## config.mk

```make
export PLATFORM = sky130hd
export DESIGN_NAME = rv32im_muldiv_unit
export DESIGN_NICKNAME = d
export VERILOG_FILES = /design/src/rtl/rv32im_muldiv_unit.sv
export SDC_FILE = /design/constraint.sdc
export NUM_CORES = 1
export LEC_CHECK = 0
export BUFFER_PORTS_ARGS = -buffer_cell sky130_fd_sc_hd__buf_2
export CORE_MARGIN = 8
export CORE_UTILIZATION = 50
export DETAILED_ROUTE_END_ITERATION = 8
export PLACE_DENSITY = 0.69
export REMOVE_ABC_BUFFERS = 1
export SLEW_MARGIN = 30
export SYNTH_ARGS = -nofsm -noshare
export SYNTH_HDL_FRONTEND = slang
export SYNTH_SLANG_ARGS = --single-unit
export TNS_END_PERCENT = 50
```

## constraint.sdc

```tcl
create_clock -name clk_i -period 9.3 [get_ports clk_i]
set_input_delay 0.465 -clock clk_i [delete_from_list [all_inputs] [get_ports clk_i]]
set_output_delay 0.465 -clock clk_i [all_outputs]
set_load 0.01 [all_outputs]
```

## src/rtl/rv32im_muldiv_unit.sv

```systemverilog
// rtl/rv32im_muldiv_unit.sv - iterative RV32M/RV64M multiply/divide unit with one-entry result cache
// Shared shift register holds {hi, lo} of the product, or {remainder, quotient} while dividing.
module rv32im_muldiv_unit #(
  parameter int XLEN   = 32,
  parameter int UNROLL = 1
) (
  input  logic            clk_i,
  input  logic            reset_ni,
  input  logic            clear_i,
  input  logic [2:0]      operation_i,
  input  logic            data_ready_i,
  input  logic [XLEN-1:0] operand1_i,
  input  logic [XLEN-1:0] operand2_i,
  input  logic            writeback_ce_i,
  output logic [XLEN-1:0] result_o,
  output logic            data_ready_o,
  output logic            busy_o
);

  localparam int N  = XLEN / UNROLL;
  localparam int CW = (N > 1) ? $clog2(N) : 1;
  localparam logic [XLEN-1:0] XMIN = {1'b1, {(XLEN-1){1'b0}}};

  typedef enum logic [1:0] {S_IDLE, S_RUN, S_FIX} state_e;
  typedef enum logic [2:0] {C_MUU, C_MSS, C_MSU, C_DS, C_DU} cls_e;

  state_e              state_q, state_d;
  logic [CW-1:0]       cnt_q, cnt_d;
  logic [2:0]          op_q, op_d;
  logic [XLEN-1:0]     op1_q, op1_d, op2_q, op2_d;
  logic [XLEN-1:0]     opa_q, opa_d;
  logic [2*XLEN-1:0]   prod_q, prod_d;
  logic                neg_lo_q, neg_lo_d, neg_hi_q, neg_hi_d;
  cls_e                cls_q, cls_d;
  logic [XLEN-1:0]     res_q, res_d;
  logic                rdy_q, rdy_d;
  logic                c_valid_q, c_valid_d;
  logic [XLEN-1:0]     c_op1_q, c_op1_d, c_op2_q, c_op2_d;
  cls_e                c_cls_q, c_cls_d;
  logic [2*XLEN-1:0]   c_data_q, c_data_d;

  logic                in_div, in_s1, in_s2, sign1, sign2;
  logic [XLEN-1:0]     mag1, mag2;
  cls_e                in_cls;
  logic                hit, div_zero, div_ovf;
  logic [2*XLEN:0]     step_t;
  logic [2*XLEN-1:0]   fix_full, fix_data;
  logic [XLEN-1:0]     fix_q, fix_r, fix_res;

  assign in_div = operation_i[2];
  assign in_s1  = in_div ? !operation_i[0] : (operation_i[1:0] == 2'b01 || operation_i[1:0] == 2'b10);
  assign in_s2  = in_div ? !operation_i[0] : (operation_i[1:0] == 2'b01);
  assign sign1  = in_s1 & operand1_i[XLEN-1];
  assign sign2  = in_s2 & operand2_i[XLEN-1];
  assign mag1   = sign1 ? -operand1_i : operand1_i;
  assign mag2   = sign2 ? -operand2_i : operand2_i;

  always_comb begin
    in_cls = C_MUU;
    case (operation_i)
      3'b001:         in_cls = C_MSS;
      3'b010:         in_cls = C_MSU;
      3'b100, 3'b110: in_cls = C_DS;
      3'b101, 3'b111: in_cls = C_DU;
      default:        in_cls = C_MUU;
    endcase
  end

  // MUL only needs the low product half, which any multiply class provides.
  assign hit = c_valid_q && c_op1_q == operand1_i && c_op2_q == operand2_i &&
               ((operation_i == 3'b000) ? (c_cls_q == C_MUU || c_cls_q == C_MSS || c_cls_q == C_MSU)
                                        : (c_cls_q == in_cls));
  assign div_zero = in_div && operand2_i == '0;
  assign div_ovf  = in_div && !operation_i[0] && operand1_i == XMIN && operand2_i == {XLEN{1'b1}};

  always_comb begin
    step_t = {1'b0, prod_q};
    for (int u = 0; u < UNROLL; u++) begin
      if (op_q[2]) begin
        step_t = step_t << 1;
        if (step_t[2*XLEN:XLEN] >= {1'b0, opa_q}) begin
          step_t[2*XLEN:XLEN] = step_t[2*XLEN:XLEN] - {1'b0, opa_q};
          step_t[0] = 1'b1;
        end
      end else begin
        if (step_t[0]) step_t[2*XLEN:XLEN] = step_t[2*XLEN:XLEN] + {1'b0, opa_q};
        step_t = step_t >> 1;
      end
    end
  end

  assign fix_full = neg_lo_q ? -prod_q : prod_q;
  assign fix_q    = neg_lo_q ? -prod_q[XLEN-1:0] : prod_q[XLEN-1:0];
  assign fix_r    = neg_hi_q ? -prod_q[2*XLEN-1:XLEN] : prod_q[2*XLEN-1:XLEN];
  assign fix_data = op_q[2] ? {fix_r, fix_q} : fix_full;
  assign fix_res  = (op_q[2] ? op_q[1] : (op_q[1:0] != 2'b00)) ? fix_data[2*XLEN-1:XLEN]
                                                               : fix_data[XLEN-1:0];

  always_comb begin
    state_d   = state_q;
    cnt_d     = cnt_q;
    op_d      = op_q;
    op1_d     = op1_q;
    op2_d     = op2_q;
    opa_d     = opa_q;
    prod_d    = prod_q;
    neg_lo_d  = neg_lo_q;
    neg_hi_d  = neg_hi_q;
    cls_d     = cls_q;
    res_d     = res_q;
    rdy_d     = rdy_q;
    c_valid_d = c_valid_q;
    c_op1_d   = c_op1_q;
    c_op2_d   = c_op2_q;
    c_cls_d   = c_cls_q;
    c_data_d  = c_data_q;

    if (writeback_ce_i) rdy_d = 1'b0;

    case (state_q)
      S_IDLE: begin
        if (data_ready_i) begin
          rdy_d    = 1'b0;
          op_d     = operation_i;
          op1_d    = operand1_i;
          op2_d    = operand2_i;
          opa_d    = in_div ? mag2 : mag1;
          cls_d    = in_cls;
          neg_lo_d = 1'b0;
          neg_hi_d = 1'b0;
          state_d  = S_FIX;
          // Cache and special-case data is already final, so FIX applies no sign fix.
          if (hit) begin
            prod_d = c_data_q;
            cls_d  = c_cls_q;
          end else if (div_zero) begin
            prod_d = {operand1_i, {XLEN{1'b1}}};
          end else if (div_ovf) begin
            prod_d = {{XLEN{1'b0}}, XMIN};
          end else begin
            prod_d   = {{XLEN{1'b0}}, in_div ? mag1 : mag2};
            neg_lo_d = sign1 ^ sign2;
            neg_hi_d = sign1;
            cnt_d    = CW'(N - 1);
            state_d  = S_RUN;
          end
        end
      end
      S_RUN: begin
        prod_d = step_t[2*XLEN-1:0];
        if (cnt_q == '0) state_d = S_FIX;
        else             cnt_d   = cnt_q - 1'b1;
      end
      S_FIX: begin
        res_d     = fix_res;
        rdy_d     = 1'b1;
        c_valid_d = 1'b1;
        c_op1_d   = op1_q;
        c_op2_d   = op2_q;
        c_cls_d   = cls_q;
        c_data_d  = fix_data;
        state_d   = S_IDLE;
      end
      default: state_d = S_IDLE;
    endcase

    if (clear_i) begin
      state_d   = S_IDLE;
      rdy_d     = 1'b0;
      res_d     = res_q;
      c_valid_d = 1'b0;
    end
  end

  always_ff @(posedge clk_i or negedge reset_ni) begin
    if (!reset_ni) begin
      state_q   <= S_IDLE;
      cnt_q     <= '0;
      op_q      <= '0;
      op1_q     <= '0;
      op2_q     <= '0;
      opa_q     <= '0;
      prod_q    <= '0;
      neg_lo_q  <= 1'b0;
      neg_hi_q  <= 1'b0;
      cls_q     <= C_MUU;
      res_q     <= '0;
      rdy_q     <= 1'b0;
      c_valid_q <= 1'b0;
      c_op1_q   <= '0;
      c_op2_q   <= '0;
      c_cls_q   <= C_MUU;
      c_data_q  <= '0;
    end else begin
      state_q   <= state_d;
      cnt_q     <= cnt_d;
      op_q      <= op_d;
      op1_q     <= op1_d;
      op2_q     <= op2_d;
      opa_q     <= opa_d;
      prod_q    <= prod_d;
      neg_lo_q  <= neg_lo_d;
      neg_hi_q  <= neg_hi_d;
      cls_q     <= cls_d;
      res_q     <= res_d;
      rdy_q     <= rdy_d;
      c_valid_q <= c_valid_d;
      c_op1_q   <= c_op1_d;
      c_op2_q   <= c_op2_d;
      c_cls_q   <= c_cls_d;
      c_data_q  <= c_data_d;
    end
  end

  assign result_o     = res_q;
  assign data_ready_o = rdy_q;
  assign busy_o       = (state_q != S_IDLE);

endmodule

```

# Word-level counts from Yosys, hierarchy flattened
# Index checks and enable logic that the tools add are counted.
# classes
n_addsub,8
n_lt_le_gt_ge,1
eq_ne,24
muxes,49
bitwise,4
reduce_logical,27
# ops
op,n
$mux W64,6
$mux W32,9
$neg A32 Y32,4
$pmux W64 S2,1
$eq A32 B32 Y1,2
$eq A32 B32 Y1 const B,2
$neg A64 Y64,1
$add A32 B32 Y33,1
$ge A33 B32 Y1,1
$mux W33,1
$logic_not A32 Y1,1
$sub A32 B32 Y32,1
$mux W5,5
$mux W1,16
$eq A3 B3 Y1 const B,4
$mux W2,6
$pmux W3 S4,1
$ne A2 B2 Y1 const B,5
$pmux W5 S2,1
$reduce_and A2 Y1,4
$reduce_bool A2 Y1,4
$logic_and A1 B1 Y1,7
$eq A3 B1 Y1 const B,2
$eq A3 B2 Y1 const B,2
other kinds (18),26
# totals
reg_bits,340
in_bits,72
output_inout_bits,34
elab_cells,130

# Depth between registers and ports, before layout
# Gate-level depths: netlist of run 1.
# depth
depth_word,11
ltp_mapped,13
depth_no_buf,12

# Worst setup path after synthesis of run 1
# No wires, ideal clock.
# synth_timing
path_type,register to register
start,reg prod_q[0]
end,reg c_data_q[56]
arrival_ns,3.172
setup_slack_ns,5.987
path_stages_with_launch,14
path_buffers,3
path_cell_list,dfrtp_1 > inv_1 > clkbuf_1 > clkbuf_1 > ha_1 > nand2b_1 > or4_4 > or3_1 > buf_2 > o21ai_4 > nand2_1 > or3_1 > mux2i_1 > a31oi_1
# synth_between
elab_chain_cells,3
# synth_rtl
element,line_no,text
"start, declared",32,"logic [2*XLEN-1:0] prod_q, prod_d;"
"start signal, assigned",201,prod_q <= prod_d;
$neg A64 Y64,92,assign fix_full = neg_lo_q ? -prod_q : prod_q;
$mux W64,92,
$mux W64,95,"assign fix_data = op_q[2] ? {fix_r, fix_q} : fix_full;"
"end signal, assigned",211,c_data_q <= c_data_d;
"end, declared",40,"logic [2*XLEN-1:0] c_data_q, c_data_d;"
# No other way between the ends.
# A chain may end at the register's enable or synchronous reset.

# Worst setup path in the final report of run 1
# layout_timing
start,reg prod_q[0]
end,reg res_q[20] (netlist: result_o[20])
# layout_between
elab_chain_cells,4
word_cells_on_any_way,6
# layout_rtl
element,line_no,text
$neg A64 Y64 / $neg A32 Y32 (equally long branches),"92, 93",
$mux W64 / $mux W32 (equally long branches),"92, 93",
$mux W64 *,95,
$mux W32 *,96,assign fix_res = (op_q[2] ? op_q[1] : (op_q[1:0] != 2'b00)) ? fix_data[2*XLEN-1:XLEN]
"end signal, assigned",205,res_q <= res_d;
"end, declared",35,"logic [XLEN-1:0] res_q, res_d;"
# Every way passes the cells marked *; elsewhere a longest branch is shown, timed or not.

==> impl_metrics.py, run 1 <==
metrics = {
    "clock_tree": {
        "postCtsSetupBuffers": 0,
        "htreeDepth": 2,
        "numCtsBuffers": 38,
        "clk_pin_slew_worst_paths_ns": 0.06,
        "cts.sinks": 340,
        "cts_buffer_depth": 3,
        "cts_tree": "yes",
        "root_buffer": "clkbuf_16",
        "clock_latency_ns": 0.57,
    },
    "synthesis": {
        "synth_area_leaders": "dfrtp_1, nand2_1, xnor2_1, o21ai_0, ha_1",
        "syn_inst": 2987,
        "syn_area_sq_mm": 0.0241,
        "avgSynthCellArea_sq_um": 8.06,
        "netlist.area_leader.share": 0.354,
        "synth.distinct_cells": 93,
        "ys_seq_area_frac": 0.354,
        "synthFlopType": "dfrtp_1",
        "yosysTopAreaCell": "dfrtp_1",
        "ys_async_sr_fraction": 1.00,
        "ys.warnings.count": 0,
        "ys_ff_latch": 340,
        "synth_edf_count": 0,
    },
    "min_path": {
        "hold_depth": 3,
        "min_from": "writeback_ce_i",
        "hold_class": "primary input to flip-flop",
    },
    "global_routing": {
        "grt_pass1_vias": 22900,
        "grt_pass1_wl_mm": 141,
        "gr-max-usage-layer": "met2",
        "grtUsageMet3": 0.0563,
        "grt_use_met2": 0.524,
        "use_met1": 0.405,
        "grt_use_total": 0.322,
        "overflow": 0,
        "grt_max_degree": 95,
        "antenna_found_initial": 7,
    },
    "finish": {
        "final_area_sq_mm": 0.0262,
        "mostFrequentLayoutCell": "nand2_1",
        "multi_input_area_sq_mm": 0.0144,
        "syn_to_final_growth_pct": 8.91,
        "fin_nets": 3097,
        "final-seq-area_sq_mm": 0.00851,
        "layout_common_cells": "nand2_1, dfrtp_1, o21ai_0, a21oi_1, nor2_1",
        "drive_gt1_frac": 0.0958,
        "fillers": 4544,
    },
    "timing": {
        "worst_slack_ns": 4.96,
        "period_minus_slack_ns": 4.34,
        "setup_violations": 0,
        "worst_pin_slew_ns": 1.06,
        "hold_viol_final": 0,
        "finClkSkew_ns": 0.0211,
        "slew_headroom": 0.289,
        "tns_ns": 0,
        "fmax_mhz": 231,
        "finalCritPeriodShare": 0.466,
        "maxSlewViolCount": 0,
        "rsz0062_at_grt": "no",
    },
    "placement": {
        "port_buffers": 105,
        "dp_hpwl_mm": 68.8,
        "dpl-instance-area_sq_mm": 0.0248,
        "dpl_worst_slack_ns": 4.63,
        "gpl.final_weighted_congestion": 1.02,
    },
    "worst_setup_path": {
        "rrSetupSlack_ns": 4.96,
        "crit_start": "prod_q[0]",
        "crit_type": "flip-flop to flip-flop",
        "reg2reg_depth": 12,
        "path_cells": "buf_4 > inv_1 > buf_4 > ha_1 > nand2b_1 > or4_4 > or3_1 > o21ai_4 > a31oi_1 > xnor2_1 > mux2i_1 > mux2_2",
        "critical_path_depth": 12,
        "worst_path_max_delay_cell": "xnor2_1",
        "path_buf_inv": 3,
        "cpPeakStageDelay_ns": 0.67,
        "crit_path_max_fanout": 41,
        "cp.required_ns": 9.74,
        "cpMostUsedCell": "buf_4",
        "critPathCaptureType": "flip-flop",
        "crit-reg2reg-launch": "prod_q[0]",
        "cp-start-kind": "flip-flop",
        "critical_path_arrival_ns": 4.78,
        "cpLargestDelayFamily": "simple AND/OR/NAND/NOR gates",
    },
    "route": {
        "remaining_drc_errors": 0,
        "wirelength_mm": 92.8,
        "first_pass_iters": 7,
        "antenna_left": 0,
        "initialDrtViolationCount": 2445,
        "wl_per_cell_um": 25.8,
        "via_per_inst": 6.47,
        "via_count": 23200,
    },
    "floorplanning": {
        "die_w_um": 235,
        "core_area_sq_mm": 0.0476,
        "start_util": 0.505,
        "row_count": 80,
        "die_h_um": 235,
        "io-pin-count": 106,
        "dieArea_sq_mm": 0.0554,
    },
    "power": {
        "leakage_nw": 11.7,
        "power_density_mw_per_mm2": 330,
        "finalPower_mw": 8.65,
        "peakVddDrop_uv": 169,
    },
    "status": {
        "status": "finished, final reports clean",
    },
    "job": {
        "drv_cap": 0,
    },
}
==> per-stage QoR <==
stage	std cells	util	hold slack, ns
global route	3590	0.550	0.178
global placement	3521	0.521	0.445
CTS	3589	0.549	0.158
floorplan	2764	-	0.169
detailed placement	3521	0.521	0.452
finish	3591	0.550	0.170
==> flip-flops by register name, indices dropped and copies added (netlist names), 2 cells and up <==
signal    flops
c_cls_q       3
c_data_q     64
cnt_q         5
prod_q       64
op1_q        32
result_o     32
op_q          3
cls_q         3
state_q       2
c_op1_q      32
c_op2_q      32
opa_q        32
op2_q        32
==> metal layers <==
| layer | routed length, um | vias to the layer above |
|---|---|---|
| met3 | 7680 | 282 |
| met1 | 36500 | 11200 |
| li1 | - | 10500 |
| met4 | 5590 | 8 |
| met2 | 43000 | 1201 |
| met5 | 55 | - |
==> kinds of logic after synthesis <==
kind of cell,after synthesis,share of synthesized area
simple gates,1117,0.209
flops,340,0.354
fa+ha+maj,77,0.0407
xor+xnor,213,0.0775
mux,108,0.0462
buf+inv,318,0.0509
compound gates,814,0.222
==> cells in the mapped netlist, types with 9 or more instances <==
library cell / instances
nand3_1: 65
o21bai_1: 13
nand4_1: 40
inv_1: 95
mux2_2: 24
and3_1: 24
o221ai_1: 22
mux2i_1: 83
a22oi_1: 12
o211ai_1: 54
o31ai_1: 30
ha_1: 75
buf_2: 12
nand2_1: 633
a311oi_1: 10
o21a_1: 15
nor2_1: 140
clkbuf_1: 179
a211o_1: 9
nor3_1: 63
xnor2_1: 130
o21ai_0: 209
nor4_1: 22
o21ai_1: 21
a31o_2: 9
a211oi_1: 36
a21oi_1: 171
xor2_1: 83
buf_1: 29
dfrtp_1: 340
o41ai_1: 14
or4_1: 16
nor2b_1: 24
a31oi_1: 47
nand2b_1: 16
or3_1: 28
a21o_1: 31
==> worst register-to-register path, stage by stage, from the launching register on <==
cell,delay (ns)
dfrtp_1,0.36
buf_4,0.29
inv_1,0.12
buf_4,0.39
ha_1,0.28
nand2b_1,0.13
or4_4,0.50
or3_1,0.55
o21ai_4,0.35
a31oi_1,0.15
xnor2_1,0.67
mux2i_1,0.14
mux2_2,0.30
==> cell type report <==
cell class | instances | share of cell area
Multi-Input combinational cell | 2329 | 0.549
Sequential cell | 340 | 0.325
Clock buffer | 50 | 0.0411
Timing Repair Buffer | 144 | 0.0328
Tap cell | 615 | 0.0294
Inverter | 95 | 0.0136
Clock inverter | 17 | 0.00931
Antenna cell | 1 | 0.0000955
==> power by group <==
group	total [mW]	switching, mW	leakage [nW]	internal, mW
Combinational	4.32	2.73	6.80	1.59
Clock	1.63	0.669	0.641	0.959
Sequential	2.70	0.662	4.23	2.03
Total	8.65	4.06	11.7	4.59
==> worst paths after layout <==
check,to
max,result_o[20]
max in group asynchronous,prod_q[50]
min in group asynchronous,op1_q[12]
min reg2reg,c_op2_q[19]
min,data_ready_o
max reg2reg,result_o[20]
==> repair_timing <==
| item | CTS | global route |
|---|---|---|
| endpoints found under the setup margin | 0 | 0 |
| endpoints found under the hold margin | 81 | 0 |
| gates resized for setup | 0 | 0 |
| hold buffers | 1 | 0 |
No activity file was read; power rests on OpenSTA's default activity.
==> run 2, diff against run 1 <==
==> constraint.sdc (replaced) <==
create_clock -name clk_i -period 4.4 [get_ports clk_i]
set_input_delay 0.22 -clock clk_i [delete_from_list [all_inputs] [get_ports clk_i]]
set_output_delay 0.22 -clock clk_i [all_outputs]
set_load 0.01 [all_outputs]
==> impl_metrics.py, run 2 (synthesis results as in run 1) <==
metrics = {
    "min_path": {
        "hold_class": "primary input to flip-flop",
        "hold_depth": 3,
    },
    "worst_setup_path": {
        "critPathCaptureType": "flip-flop",
        "cp.required_ns": 4.84,
        "crit_path_max_fanout": 4,
        "rrSetupSlack_ns": 0.60,
        "cp-start-kind": "flip-flop",
        "reg2reg_depth": 12,
        "critical_path_arrival_ns": 4.23,
        "crit_type": "flip-flop to flip-flop",
    },
    "timing": {
        "setup_violations": 0,
        "tns_ns": 0,
        "finalHoldWorstSlack_ns": 0.0315,
        "finalCritPeriodShare": 0.863,
        "finClkSkew_ns": 0.0197,
        "hold_viol_final": 0,
        "period_minus_slack_ns": 3.80,
        "fmax_mhz": 263,
        "rsz0062_at_grt": "no",
        "slew_headroom": 0.328,
        "maxSlewViolCount": 0,
        "worst_pin_slew_ns": 1.00,
    },
    "finish": {
        "final-seq-area_sq_mm": 0.00851,
        "syn_to_final_growth_pct": 12.3,
        "drive_gt1_frac": 0.103,
        "layout_common_cells": "nand2_1, dfrtp_1, o21ai_0, a21oi_1, nor2_1",
        "fin_nets": 3188,
        "fillers": 4363,
        "mostFrequentLayoutCell": "nand2_1",
        "top_regs": "c_data_q (64), prod_q (64)",
        "multi_input_area_sq_mm": 0.0144,
        "fin_util": 0.567,
    },
    "job": {
        "drv_cap": 0,
    },
    "power": {
        "finalPower_mw": 18.3,
        "power_density_mw_per_mm2": 679,
        "peakVddDrop_uv": 435,
        "leakage_nw": 12.1,
    },
    "clock_tree": {
        "numCtsBuffers": 39,
        "htreeDepth": 2,
        "postCtsSetupBuffers": 0,
        "cts.sinks": 340,
        "cts_tree": "yes",
        "cts_hold_repair.buffers": 54,
        "cts_resized": 0,
        "clk_pin_slew_worst_paths_ns": 0.06,
        "root_buffer": "clkbuf_16",
        "clock_latency_ns": 0.57,
        "cts_buffer_depth": 3,
    },
    "floorplanning": {
        "die_h_um": 235,
        "dieArea_sq_mm": 0.0554,
        "row_count": 80,
        "start_util": 0.505,
        "core_area_sq_mm": 0.0476,
        "die_w_um": 235,
        "io-pin-count": 106,
    },
    "route": {
        "wirelength_mm": 92.4,
        "via_count": 23500,
        "antenna_left": 0,
        "via_per_inst": 6.38,
        "remaining_drc_errors": 0,
        "initialDrtViolationCount": 2646,
        "wl_per_cell_um": 25.1,
        "first_pass_iters": 6,
    },
    "global_routing": {
        "grt_max_degree": 109,
        "antenna_found_initial": 6,
        "grt_pass1_vias": 23100,
        "grt_use_total": 0.324,
        "grt_pass1_wl_mm": 141,
        "overflow": 0,
    },
    "placement": {
        "dp_hpwl_mm": 68.9,
        "gpl.final_weighted_congestion": 1.04,
        "port_buffers": 105,
    },
    "status": {
        "status": "finished, final reports clean",
    },
}
[run 2: where the power goes]
part | internal, mW | switching (mW) | leakage (nW) | total [mW]
combinational | 3.51 | 5.82 | 7.21 | 9.33
clock | 2.09 | 1.39 | 0.641 | 3.47
sequential | 4.30 | 1.24 | 4.23 | 5.54
total | 9.90 | 8.44 | 12.1 | 18.3
[run 2: cell type report]
| cell class | count | share of cell area |
|---|---|---|
| timing repair buffer | 234 | 0.0625 |
| antenna | 1 | 0.0000926 |
| tap | 615 | 0.0285 |
| sequential | 340 | 0.315 |
| clock inverter | 13 | 0.00829 |
| inverter | 95 | 0.0132 |
| clock buffer | 55 | 0.0405 |
| multi-input combinational | 2329 | 0.532 |
[run 2: worst max-delay path: stages, from the launching register on]
cell,delay [ns]
dfrtp_1,0.42
inv_1,0.22
ha_1,0.21
inv_1,0.05
fa_1,0.42
a211oi_1,0.52
o211ai_1,0.24
nand2_1,0.21
o31ai_1,0.19
a221oi_1,0.43
xnor2_1,0.13
mux2_2,0.27
a221o_1,0.34
[run 2: per-layer routing]
layer / routed length [um] / up-vias / track usage
met3: 7800 / 239 / 0.0582
li1: - / 10700 / -
met2: 42800 / 1111 / 0.523
met1: 36800 / 11400 / 0.414
met4: 5040 / 4 / 0.164
met5: 23 / - / 0
[run 2: worst paths after layout]
check	from	end
setup / recovery	prod_q[31]	prod_q[58]
hold / removal	operation_i[0]	op_q[0]
setup reg to reg	prod_q[31]	prod_q[58]
hold reg to reg	op2_q[29]	c_op2_q[29]
max in group asynchronous	reset_ni	prod_q[42]
min in group asynchronous	reset_ni	op2_q[8]
[run 2: stage by stage]
stage	cell area, sq um	setup slack (ns)	cells
6_report	27000	0.604	3682
5_1_grt	27000	0.400	3681
4_1_cts	27000	0.653	3681
3_5_place_dp	25200	0.678	3559
3_3_place_gp	25200	0.671	3559
2_1_floorplan	23200	-0.507	2764
